--- config.mk ---
export PLATFORM = sky130hd
export DESIGN_NAME = main_fsm
export DESIGN_NICKNAME = d
export VERILOG_FILES = /design/src/rtl/main_fsm.sv
export SDC_FILE = /design/constraint.sdc
export NUM_CORES = 1
export LEC_CHECK = 0
export ABC_AREA = 1
export BUFFER_PORTS_ARGS = -buffer_cell sky130_fd_sc_hd__buf_2
export CORE_MARGIN = 2
export CORE_UTILIZATION = 30
export CTS_CLUSTER_SIZE = 10
export DETAILED_ROUTE_END_ITERATION = 8
export PLACE_DENSITY = 0.55
export RECOVER_POWER = 50
export SLEW_MARGIN = 0
export SYNTH_ARGS = -nofsm -noshare
export SYNTH_HDL_FRONTEND = slang
export SYNTH_SLANG_ARGS = --single-unit
--- constraint.sdc ---
create_clock -name clk -period 3.6 [get_ports clk]
set_input_delay 1.08 -clock clk [delete_from_list [all_inputs] [get_ports clk]]
set_output_delay 1.08 -clock clk [all_outputs]
set_load 0.01 [all_outputs]
--- src/rtl/main_fsm.sv ---
// main_fsm: multi-cycle RV32I control sequencer.
// Steps fetch/decode/execute/mem/writeback from the opcode.
module main_fsm (
  input  logic       clk,
  input  logic       reset_n,
  input  logic [6:0] op,
  input  logic       mem_ready,
  output logic       AdrSrc,
  output logic       IRWrite,
  output logic       PCUpdate,
  output logic       Branch,
  output logic       RegWrite,
  output logic       MemWrite,
  output logic [1:0] ALUSrcA,
  output logic [1:0] ALUSrcB,
  output logic [1:0] ResultSrc,
  output logic [1:0] ALUOp,
  output logic       illegal_instr
);

  localparam logic [6:0] OP_LW  = 7'b0000011;
  localparam logic [6:0] OP_SW  = 7'b0100011;
  localparam logic [6:0] OP_R   = 7'b0110011;
  localparam logic [6:0] OP_I   = 7'b0010011;
  localparam logic [6:0] OP_BEQ = 7'b1100011;
  localparam logic [6:0] OP_JAL = 7'b1101111;

  typedef enum logic [3:0] {
    S_FETCH,
    S_DECODE,
    S_MEMADR,
    S_MEMREAD,
    S_MEMWB,
    S_MEMWRITE,
    S_EXECR,
    S_EXECI,
    S_ALUWB,
    S_BEQ,
    S_JAL
  } state_t;

  state_t state;
  state_t state_nx;

  logic is_lw;
  logic is_sw;
  logic is_r;
  logic is_i;
  logic is_beq;
  logic is_jal;

  logic irw;
  logic pcu;
  logic br;
  logic rw;
  logic mw;
  logic ill;

  assign is_lw  = (op == OP_LW);
  assign is_sw  = (op == OP_SW);
  assign is_r   = (op == OP_R);
  assign is_i   = (op == OP_I);
  assign is_beq = (op == OP_BEQ);
  assign is_jal = (op == OP_JAL);

  // state register; reset drops straight back to FETCH
  always_ff @(posedge clk or negedge reset_n) begin
    if (!reset_n) state <= S_FETCH;
    else          state <= state_nx;
  end

  // next state and Moore outputs
  always_comb begin
    state_nx  = state;
    AdrSrc    = 1'b0;
    irw       = 1'b0;
    pcu       = 1'b0;
    br        = 1'b0;
    rw        = 1'b0;
    mw        = 1'b0;
    ill       = 1'b0;
    ALUSrcA   = 2'b00;
    ALUSrcB   = 2'b00;
    ResultSrc = 2'b00;
    ALUOp     = 2'b00;
    unique case (state)
      S_FETCH: begin
        ALUSrcB   = 2'b10;
        ResultSrc = 2'b10;
        irw       = mem_ready;
        pcu       = mem_ready;
        if (mem_ready) state_nx = S_DECODE;
      end
      S_DECODE: begin
        ALUSrcA = 2'b01;
        ALUSrcB = 2'b01;
        unique case (1'b1)
          is_lw, is_sw: state_nx = S_MEMADR;
          is_r:         state_nx = S_EXECR;
          is_i:         state_nx = S_EXECI;
          is_beq:       state_nx = S_BEQ;
          is_jal:       state_nx = S_JAL;
          default: begin
            ill      = 1'b1;
            state_nx = S_FETCH;
          end
        endcase
      end
      S_MEMADR: begin
        ALUSrcA = 2'b10;
        ALUSrcB = 2'b01;
        if (is_lw)      state_nx = S_MEMREAD;
        else if (is_sw) state_nx = S_MEMWRITE;
        else            state_nx = S_FETCH;
      end
      S_MEMREAD: begin
        AdrSrc = 1'b1;
        if (mem_ready) state_nx = S_MEMWB;
      end
      S_MEMWB: begin
        ResultSrc = 2'b01;
        rw        = 1'b1;
        state_nx  = S_FETCH;
      end
      S_MEMWRITE: begin
        AdrSrc = 1'b1;
        mw     = 1'b1;
        if (mem_ready) state_nx = S_FETCH;
      end
      S_EXECR: begin
        ALUSrcA  = 2'b10;
        ALUOp    = 2'b10;
        state_nx = S_ALUWB;
      end
      S_EXECI: begin
        ALUSrcA  = 2'b10;
        ALUSrcB  = 2'b01;
        ALUOp    = 2'b10;
        state_nx = S_ALUWB;
      end
      S_ALUWB: begin
        rw       = 1'b1;
        state_nx = S_FETCH;
      end
      S_BEQ: begin
        ALUSrcA  = 2'b10;
        ALUOp    = 2'b01;
        br       = 1'b1;
        state_nx = S_FETCH;
      end
      S_JAL: begin
        ALUSrcA  = 2'b01;
        ALUSrcB  = 2'b10;
        pcu      = 1'b1;
        state_nx = S_ALUWB;
      end
      default: state_nx = S_FETCH;
    endcase
  end

  // strobes are held off for as long as reset is asserted
  assign IRWrite       = irw & reset_n;
  assign PCUpdate      = pcu & reset_n;
  assign Branch        = br  & reset_n;
  assign RegWrite      = rw  & reset_n;
  assign MemWrite      = mw  & reset_n;
  assign illegal_instr = ill & reset_n;

endmodule

Word-level counts from Yosys, hierarchy flattened
Index checks and enable logic that the tools add are counted.
{ "op_classes": {"addsub": 0, "mul": 0, "div_mod_pow": 0, "magnitude_cmp": 0, "eq_ne": 19, "shifts": 0, "n_mux": 19, "bitwise": 6, "reduce_logical": 12} }
{ "ops": {"columns": ["cell", "n"], "rows": [
  ["$pmux 4 s6", 1],
  ["$pmux 4 s5", 1],
  ["$eq 4x3->1 const B", 4],
  ["$pmux 2 s2", 4],
  ["$eq 7x6->1 const B", 2],
  ["$eq 7x7->1 const B", 2],
  ["$eq 4x4->1 const B", 3],
  ["$mux 4", 3],
  ["$reduce_or 2->1", 6],
  ["$eq 4x2->1 const B", 2],
  ["$eq 7x2->1 const B", 1],
  ["$eq 7x5->1 const B", 1],
  ["$mux 1", 7],
  ["$and 1x1->1", 6],
  ["$mux 3", 2],
  ["$ne 2x2->1 const B", 3],
  ["$reduce_or 3->1", 2],
  ["$reduce_or 6->1", 1],
  ["$eq 4x1->1 const B", 1],
  ["$logic_not 4->1", 1],
  ["$reduce_or 4->1", 1],
  ["$reduce_and 3->1", 1],
  ["$pmux 1 s2", 1]
]} }
{ "word_totals": {"regBits": 4, "latch_bits": 0, "ramBits": 0, "romBits": 0, "in_bits": 10, "output_inout_bits": 15, "wordCells": 57, "n_memories": 0} }

Depth between registers and ports, before layout
Gate-level depths: netlist (run 1).
{ "logic_depth": {"word_depth": 5, "ltp_mapped": 9, "mapped_depth_nobuf": 8} }

Least setup slack after synthesis (run 1)
Ideal clock, no wire load.
{ "synth_path": {"path_type": "input to output", "start": "input op[1]", "end": "output illegal_instr", "arrival_time_ns": 1.609, "required_time_ns": 2.520, "path_slack_ns": 0.911, "stages": 7, "path_buffers": 0, "path_cell_list": "nand2_1 -> inv_1 -> nand2_1 -> inv_1 -> nand2_1 -> nand3_1 -> nor2_1"} }
{ "synth_between": {"elab_chain_len": 5, "elab_cells_between_ends": 10, "classes_between": "eq/ne: 6; mux: 2; bitwise: 1; reduce/logical: 1"} }
{ "synth_rtl": {"columns": ["element", "line_no", "source"], "rows": [
  ["start, declared", "6", "input logic [6:0] op,"],
  ["$eq 7x2->1 (tied with other cells)", "59", "assign is_lw = (op == OP_LW);"],
  ["$reduce_or 6->1 (no line) (*)", null, null],
  ["$mux 1 (*)", "97", "unique case (1'b1)"],
  ["$mux 1 (*)", "86", "unique case (state)"],
  ["$and 1x1->1 (*)", "167", "assign illegal_instr = ill & reset_n;"],
  ["end, declared", "18", "output logic illegal_instr"]
]} }
Every way passes the cells marked *; elsewhere a longest branch is shown, timed or not.

Worst setup path in the final report (run 1)
{ "layout_path": {"start": "input op[2]", "end": "output illegal_instr"} }
Same word-level chain as after synthesis.

==> results of run 1 <==
synth_stat cells:
| cell type | number | area, um2 |
|---|---|---|
| sky130_fd_sc_hd__buf_6 | 1 | 11.3 |
| sky130_fd_sc_hd__nand2_4 | 1 | 11.3 |
| sky130_fd_sc_hd__nand3_2 | 1 | 10.0 |
| sky130_fd_sc_hd__nor2_4 | 3 | 33.8 |
| sky130_fd_sc_hd__inv_1 | 15 | 56.3 |
| sky130_fd_sc_hd__a211oi_1 | 1 | 7.51 |
| sky130_fd_sc_hd__inv_2 | 3 | 11.3 |
| sky130_fd_sc_hd__nor2_1 | 14 | 52.6 |
| sky130_fd_sc_hd__nand2_1 | 26 | 97.6 |
| sky130_fd_sc_hd__nand3_1 | 12 | 60.1 |
| sky130_fd_sc_hd__nor3_1 | 1 | 5.00 |
| sky130_fd_sc_hd__nand4_1 | 2 | 12.5 |
| sky130_fd_sc_hd__dfrtp_1 | 4 | 100 |
| sky130_fd_sc_hd__a21oi_1 | 3 | 15.0 |
| sky130_fd_sc_hd__nand2_2 | 1 | 6.26 |
| sky130_fd_sc_hd__nor2_2 | 5 | 31.3 |
kinds of logic (layout without fill, tap and decap cells):
kind of cell    after synthesis  after routing
buf+inv                      19             45
compound gates                4              4
flops                         4              4
simple gates                 66             66
path summary, 6_finish.rpt:
path	start	end	slack (ns)	cells past startpoint
setup / recovery	op[2]	illegal_instr	0.67	8
hold / removal	state[3]$_DFFE_PN0P_	state[2]$_DFFE_PN0P_	0.62	3
setup reg to reg	state[0]$_DFFE_PN0P_	state[2]$_DFFE_PN0P_	2.35	7
hold reg to reg	state[3]$_DFFE_PN0P_	state[2]$_DFFE_PN0P_	0.62	3
max in group asynchronous	reset_n	state[3]$_DFFE_PN0P_	2.69	1
min in group asynchronous	reset_n	state[0]$_DFFE_PN0P_	0.70	1
power groups by stage:
stage	Combinational (mW)	Clock, mW	Sequential (mW)
floorplan	0.145	0	0.0563
detailed placement	0.174	0	0.0694
finish	0.170	0.0550	0.0687
global placement	0.175	0	0.0692
global route	0.198	0.0583	0.0715
CTS	0.175	0.0551	0.0688
tightest hold or removal path, stage by stage, from the launching register on:
cell,delay (ns)
sky130_fd_sc_hd__dfrtp_1,0.37
sky130_fd_sc_hd__nor2_2,0.07
sky130_fd_sc_hd__nand4_1,0.07
sky130_fd_sc_hd__nand2_1,0.06
placed cells by master, fill, tap and decap left out, types with 2 or more instances in the layout:
cell                       instances
sky130_fd_sc_hd__a21oi_1           3
sky130_fd_sc_hd__buf_2            20
sky130_fd_sc_hd__clkbuf_1          4
sky130_fd_sc_hd__clkbuf_4          3
sky130_fd_sc_hd__dfrtp_1           4
sky130_fd_sc_hd__inv_1            15
sky130_fd_sc_hd__inv_2             3
sky130_fd_sc_hd__nand2_1          26
sky130_fd_sc_hd__nand3_1          12
sky130_fd_sc_hd__nand4_1           2
sky130_fd_sc_hd__nor2_1           14
sky130_fd_sc_hd__nor2_2            5
sky130_fd_sc_hd__nor2_4            3
layer usage:
metal | global-route usage | vias to the layer above | share of wire
met1 | 0.164 | 251 | 0.47
met5 | 0 | - | 0
li1 | - | 342 | -
met4 | 0.0343 | 0 | 0.0072
met3 | 0.0238 | 2 | 0.051
met2 | 0.228 | 20 | 0.47
stage by stage:
stage / power (mW) / util / cell area, um2 / hold WS, ns
2_1_floorplan: 0.201 / - / 522 / 0.556
3_3_place_gp: 0.244 / 0.386 / 652 / 0.616
3_5_place_dp: 0.244 / 0.386 / 652 / 0.625
4_1_cts: 0.299 / 0.399 / 674 / 0.630
5_1_grt: 0.328 / 0.396 / 669 / 0.654
6_report: 0.294 / 0.396 / 669 / 0.617
cell type report:
type | instances | area, um2
Tap cell | 17 | 21.3
Sequential cell | 4 | 100
Fill cell | 201 | 1020
Timing Repair Buffer | 24 | 115
Inverter | 18 | 67.6
Clock buffer | 3 | 22.5
Multi-Input combinational cell | 70 | 343
==> out/results.md, run 1 <==
| Parameter | Value |
|---|---|
| Number of placement rows | 15 |
| WL per Instance | 9.15 um |
| Flops & latches, synth | 4 |
| Htree depth | 1 |
| Registers with the highest flip-flop counts | state: 4 flops |
| Initial DRC count | 10 |
| Number of cells after detailed placement | 133 |
| Share of final-layout standard cells stronger than drive strength 1 | 0.311 |
| Total net switching power | 0.141 mW |
| Simple-gate share of the synthesized area | 0.614 |
| Sequential cell fraction of total power | 0.234 |
| Peak per-stage delay on the critical path | 0.13 ns |
| Total count of hold-check failures in the final report | 0 |
| Die extent in x | 45.7 um |
| Run status | complete, no violations |
| Dpl ws | 0.676 ns |
| Post-synthesis mux area share | 0 |
| Setup fix buffers added after clock tree synthesis | 0 |
| Clock tree from TritonCTS | built |
| Vias in the first global route | 499 |
| Highest-delay cell along the critical path | sky130_fd_sc_hd__nor2_1 |
| Post-synth net total | 103 |
| Count of maximum capacitance violations | 0 |
| Clock transition time at the flip-flop clock pins of the worst setup and hold paths | 0.04 ns |
| Final period utilization | 0.815 |
| Antenna violations before repair | 0 |
| Min cycle time layout | 2.93 ns |
| Average via count per standard cell | 4.52 |
| CP Data Required Time | 2.52 ns |
| Final setup violation count | 0 |
| Tot GR Track Use | 0.131 |
| Flip-flop count of the largest register after layout | 4 |
| Highest clock frequency the design can meet | 341 MHz |
| Clk Tree Root Cell | sky130_fd_sc_hd__clkbuf_4 |
| Internal Pwr Total | 0.153 mW |
| Arrival @ worst endpoint | 1.85 ns |
| Highest fanout seen on the critical path | 3 |
| Type of the worst setup path | in -> out |
| CP dominant cell by count | sky130_fd_sc_hd__nor2_1 |
| Post-CTS Hold Buffers | 0 |
| Max Transition Viols Final | 0 |
| Kind of start point of the critical path | input pin |
| Largest net degree at the start of global routing | 9 |
| Num ports | 25 |
| Skew final | 0.000833 ns |
| Post-CTS sizing | 0 |
| Total power density per cell area | 439 mW/mm2 |
| Summed negative setup slack over all endpoints | 0 ns |
| Via total after detailed routing | 615 |
| Number of different library cells in the post-synthesis netlist | 16 |
| Category of cells accounting for the largest share of critical-path delay | simple AND/OR/NAND/NOR gates |
| Instance count of the mapped netlist | 93 |
| Path type of the worst min-delay path | reg -> reg |
| Initial DRT Pass Iterations | 4 |
| I/O Buffers | 24 |
| Clk buf depth | 2 |
| Switch share | 0.480 |
| Synth Area in XOR/XNOR | 0 |
| Total leakage power | 0.409 nW |
| Largest Register | state |
| Antenna-violating nets left | 0 |
| Average cell area after synthesis | 5.61 um2 |
| Filler-free cell count of the finished design | 136 |
| Antenna diode count | 0 |
| Buf+Inv Stages, Crit Path | 3 |
| Mapped cell area | 522 um2 |
| Standard cell core area | 0.00169 mm2 |
| Number of warnings issued by yosys | 0 |
| Routed WL | 1.24 mm |
| Area Overhead vs Synth | 28.3% |
| Total clock buffers created by CTS | 3 |
| Placed wire-length estimate | 1.09 mm |
| Overall overflow remaining after global route | 0 |
| First-pass GRT wire length | 1.98 mm |
| Complex-gate fraction of the synthesized area | 0.0432 |
| RSZ-0062 raised after global routing | no |
| Remaining design rule violation count | 0 |
| TritonCTS Sinks | 4 |
| VDD IR max | 0.117 mV |
| Critical Path Sink Type | output pin |
| Adder-cell share of the synthesized area | 0 |
| DIE HEIGHT | 45.7 um |
| Comb pwr share | 0.579 |
| Final weighted congestion in routability-driven placement | 0.832 |
| Starting density of the core | 0.309 |
| Final Net Count | 131 |
| Clock network fraction of total power | 0.187 |
| Worst-path cell chain | buf_2, nor2_1, nand2_1, nor2_1, inv_1, nand2_1, nor2_1, buf_2 |
| Worst Setup Slack, final | 0.667 ns |
| Normalized max-slew margin | 0.803 |
| Clock insertion delay at the later pin of the skew report | 0.23 ns |
| Die outline area | 0.00209 mm2 |
| Transition time at the pin with the least slew margin | 0.295 ns |
| Share of the yosys chip area belonging to registers | 0.192 |
| Dominant combinational cell family by area after synthesis | simple AND/OR/NAND/NOR gates |
Note: power is estimated with default switching activity, not from simulation.
==> run 2, diff against run 1 <==
--- a/config.mk
+++ b/config.mk
@@ -5,7 +5,7 @@
 export SDC_FILE = /design/constraint.sdc
 export NUM_CORES = 1
 export LEC_CHECK = 0
-export ABC_AREA = 1
+export ABC_AREA = 0
 export BUFFER_PORTS_ARGS = -buffer_cell sky130_fd_sc_hd__buf_2
 export CORE_MARGIN = 2
 export CORE_UTILIZATION = 30
==> constraint.sdc (replaced) <==
create_clock -name clk -period 2.8 [get_ports clk]
set_input_delay 0.84 -clock clk [delete_from_list [all_inputs] [get_ports clk]]
set_output_delay 0.84 -clock clk [all_outputs]
set_load 0.01 [all_outputs]
==> run 2 against run 1 <==
Setup slack worse by 0.40 ns. Total power is 30% lower. Synthesized cell count decreased by 22%. Die area down 2.2%. Flip-flop and latch count unchanged. Global-route usage is 1.6 points higher. Sequential share of layout area up 0.67 points. Cell area is 4.3% lower. Critical path depth fell by 3. Critical endpoint unchanged. Highest routed layer unchanged.
==> out/results.md, run 2 <==
| Parameter | Value |
|---|---|
| Skew final | 0.00369 ns |
| Most numerous cell in the Yosys netlist | sky130_fd_sc_hd__nor2_1 |
| Top cells by count, synth | 13 x sky130_fd_sc_hd__nor2_1, 8 x sky130_fd_sc_hd__nor3_1, 6 x sky130_fd_sc_hd__nand2_1 |
| Number of placement rows | 14 |
| Flip-flop count of the largest register after layout | 4 |
| Normalized max-slew margin | 0.681 |
| Share of the yosys chip area belonging to registers | 0.197 |
| Critical Path Sink Type | output pin |
| Post-CTS sizing | 0 |
| Routed WL | 1.43 mm |
| Number of warnings issued by yosys | 0 |
| Post-synth net total | 83 |
| Run status | complete, no violations |
| Number of different library cells in the post-synthesis netlist | 34 |
| Clk buf depth | 2 |
| Largest net degree at the start of global routing | 16 |
| Final setup violation count | 0 |
| TritonCTS Sinks | 4 |
| Starting density of the core | 0.330 |
| Antenna violations before repair | 0 |
| Htree depth | 1 |
| Depth of the worst register-to-register path | 4 |
| Die outline area | 0.00204 mm2 |
| Instance count of the mapped netlist | 73 |
| Final period utilization | 0.906 |
| First-pass GRT wire length | 2.15 mm |
| Area Overhead vs Synth | 25.8% |
| Remaining design rule violation count | 0 |
| Reg-to-reg critical path startpoint | state[0]$_DFFE_PN0P_ |
| Transition time at the pin with the least slew margin | 0.479 ns |
| Antenna diode count | 0 |
| Highest-delay cell along the critical path | sky130_fd_sc_hd__clkbuf_1 |
| Standard cell core area | 0.00154 mm2 |
| Most area-consuming cells after synthesis | sky130_fd_sc_hd__dfrtp_1 20%, sky130_fd_sc_hd__nor2_1 9.6%, sky130_fd_sc_hd__nor3_1 7.9% |
| Average via count per standard cell | 5.60 |
| Number of filler instances in the final layout | 180 |
| Count of maximum capacitance violations | 0 |
| Num ports | 25 |
| Flops & latches, synth | 4 |
| Worst-path cell chain | clkbuf_1, xor2_1, nor3_1, nor4_1, buf_2 |
| Most common library cell in the layout ignoring fill and taps | sky130_fd_sc_hd__buf_2 |
| Clk Tree Root Cell | sky130_fd_sc_hd__clkbuf_4 |
| Number of enable flip-flop cells after synthesis | 0 |
| Final Net Count | 108 |
| Combined flip-flop and latch cell area | 100 um2 |
| Clock tree from TritonCTS | built |
| Worst Setup Slack, final | 0.263 ns |
| Post-synthesis cell type with the largest combined area | sky130_fd_sc_hd__dfrtp_1 |
| Kind of start point of the critical path | input pin |
| Min cycle time layout | 2.54 ns |
| FF-to-FF setup slack | 1.26 ns |
| Area occupied by multi-input gates | 373 um2 |
| RSZ-0062 raised after global routing | no |
| Total count of hold-check failures in the final report | 0 |
| Share of final-layout standard cells stronger than drive strength 1 | 0.271 |
| Largest Register | state |
| Initial DRC count | 16 |
| Highest fanout seen on the critical path | 4 |
| Dpl ws | 0.347 ns |
| Highest clock frequency the design can meet | 394 MHz |
| Average cell area after synthesis | 6.98 um2 |
| CP Data Required Time | 1.96 ns |
| Vias in the first global route | 531 |
| WL per Instance | 12.8 um |
| Die extent in x | 45.2 um |
| Clock insertion delay at the later pin of the skew report | 0.24 ns |
| Setup fix buffers added after clock tree synthesis | 0 |
| DIE HEIGHT | 45.2 um |
| Peak per-stage delay on the critical path | 0.23 ns |
| Registers with the highest flip-flop counts | state: 4 flops |
| Mapped cell area | 509 um2 |
| Summed negative setup slack over all endpoints | 0 ns |
| Tot GR Track Use | 0.147 |
| Async SR Flop Fraction | 1.00 |
| Final weighted congestion in routability-driven placement | 0.811 |
| Total leakage power | 0.283 nW |
| Initial DRT Pass Iterations | 4 |
| Path type of the worst min-delay path | in -> async |
| Arrival @ worst endpoint | 1.70 ns |
| Area fraction of the dominant cell type after synthesis | 0.197 |
| Total clock buffers created by CTS | 3 |
| Antenna-violating nets left | 0 |
| Critical R2R Capture | state[0]$_DFFE_PN0P_ |
| Most common flop cell mapped by yosys | sky130_fd_sc_hd__dfrtp_1 |
| I/O Buffers | 24 |
| VDD IR max | 0.151 mV |
| Via total after detailed routing | 627 |
| Launching instance or port of the critical path | op[2] |
| Placed wire-length estimate | 1.07 mm |
| Clock transition time at the flip-flop clock pins of the worst setup and hold paths | 0.04 ns |
| Total power density per cell area | 319 mW/mm2 |
| Timing endpoint of the critical path | illegal_instr |
| Overall overflow remaining after global route | 0 |
| Commonest cells after routing, fill and taps aside | 19 x sky130_fd_sc_hd__buf_2, 13 x sky130_fd_sc_hd__nor2_1, 8 x sky130_fd_sc_hd__nor3_1 |
| Max Transition Viols Final | 0 |
| Type of the worst setup path | in -> out |
| Post-CTS Hold Buffers | 0 |
| Sum of internal, switching and leakage power | 0.205 mW |
==> run 2: routing by layer <==
metal | GRT usage | vias up | routed length, um
li1 | - | 313 | -
met1 | 0.176 | 289 | 655
met2 | 0.243 | 20 | 666
met3 | 0.0120 | 5 | 68
met4 | 0.106 | 0 | 38
met5 | 0 | - | 0
==> run 2: through the flow <==
stage               instance area, um2  instances  utilization  hold WS, ns
global route                       641        112        0.416        0.437
finish                             641        112        0.416        0.429
floorplan                          509         73            -        0.521
detailed placement                 624        109        0.405        0.629
global placement                   624        109        0.405        0.638
CTS                                647        112        0.420        0.427
==> run 2: cell type report <==
class | instances | area share
Multi-Input combinational cell | 62 | 0.582
Timing Repair Buffer | 24 | 0.178
Sequential cell | 4 | 0.156
Clock buffer | 3 | 0.0352
Tap cell | 16 | 0.0313
Inverter | 3 | 0.0176
==> run 2: worst max-delay path: cells and delay by family <==
kind	cells	cell delay, ns
XOR/XNOR	1	0.17
buffers and inverters	2	0.40
AND/OR/NAND/NOR	2	0.28
==> run 2: how the worst min path moves through the flow <==
| stage | start | slack, ns | cells after the start | end |
|---|---|---|---|---|
| 6_report | reset_n | 0.43 | 1 | state[2]$_DFFE_PN0P_ |
| 5_1_grt | reset_n | 0.44 | 1 | state[3]$_DFFE_PN0P_ |
| 4_1_cts | reset_n | 0.43 | 1 | state[2]$_DFFE_PN0P_ |
| 3_5_place_dp | state[3]$_DFFE_PN0P_ | 0.63 | 1 | state[2]$_DFFE_PN0P_ |
| 3_3_place_gp | state[3]$_DFFE_PN0P_ | 0.64 | 1 | state[2]$_DFFE_PN0P_ |
| 2_1_floorplan | state[3]$_DFFE_PN0P_ | 0.52 | 2 | state[2]$_DFFE_PN0P_ |
==> run 2: cells by family (layout without fill, tap and decap cells) <==
group                     Yosys count  after routing  synth area share
and+or+nand+nor                    42             42             0.455
AOI/OAI and AO/OA                  18             18             0.243
buffers and inverters               7             30            0.0712
DFF                                 4              4             0.197
xor gates and xnor gates            2              2            0.0344
==> run 2: power breakdown <==
group / leakage (nW) / switching (mW) / internal, mW
sequential: 0.0543 / 0.00689 / 0.0599
clock: 0.0138 / 0.0242 / 0.0480
combinational: 0.214 / 0.0377 / 0.0280
total: 0.283 / 0.0688 / 0.136
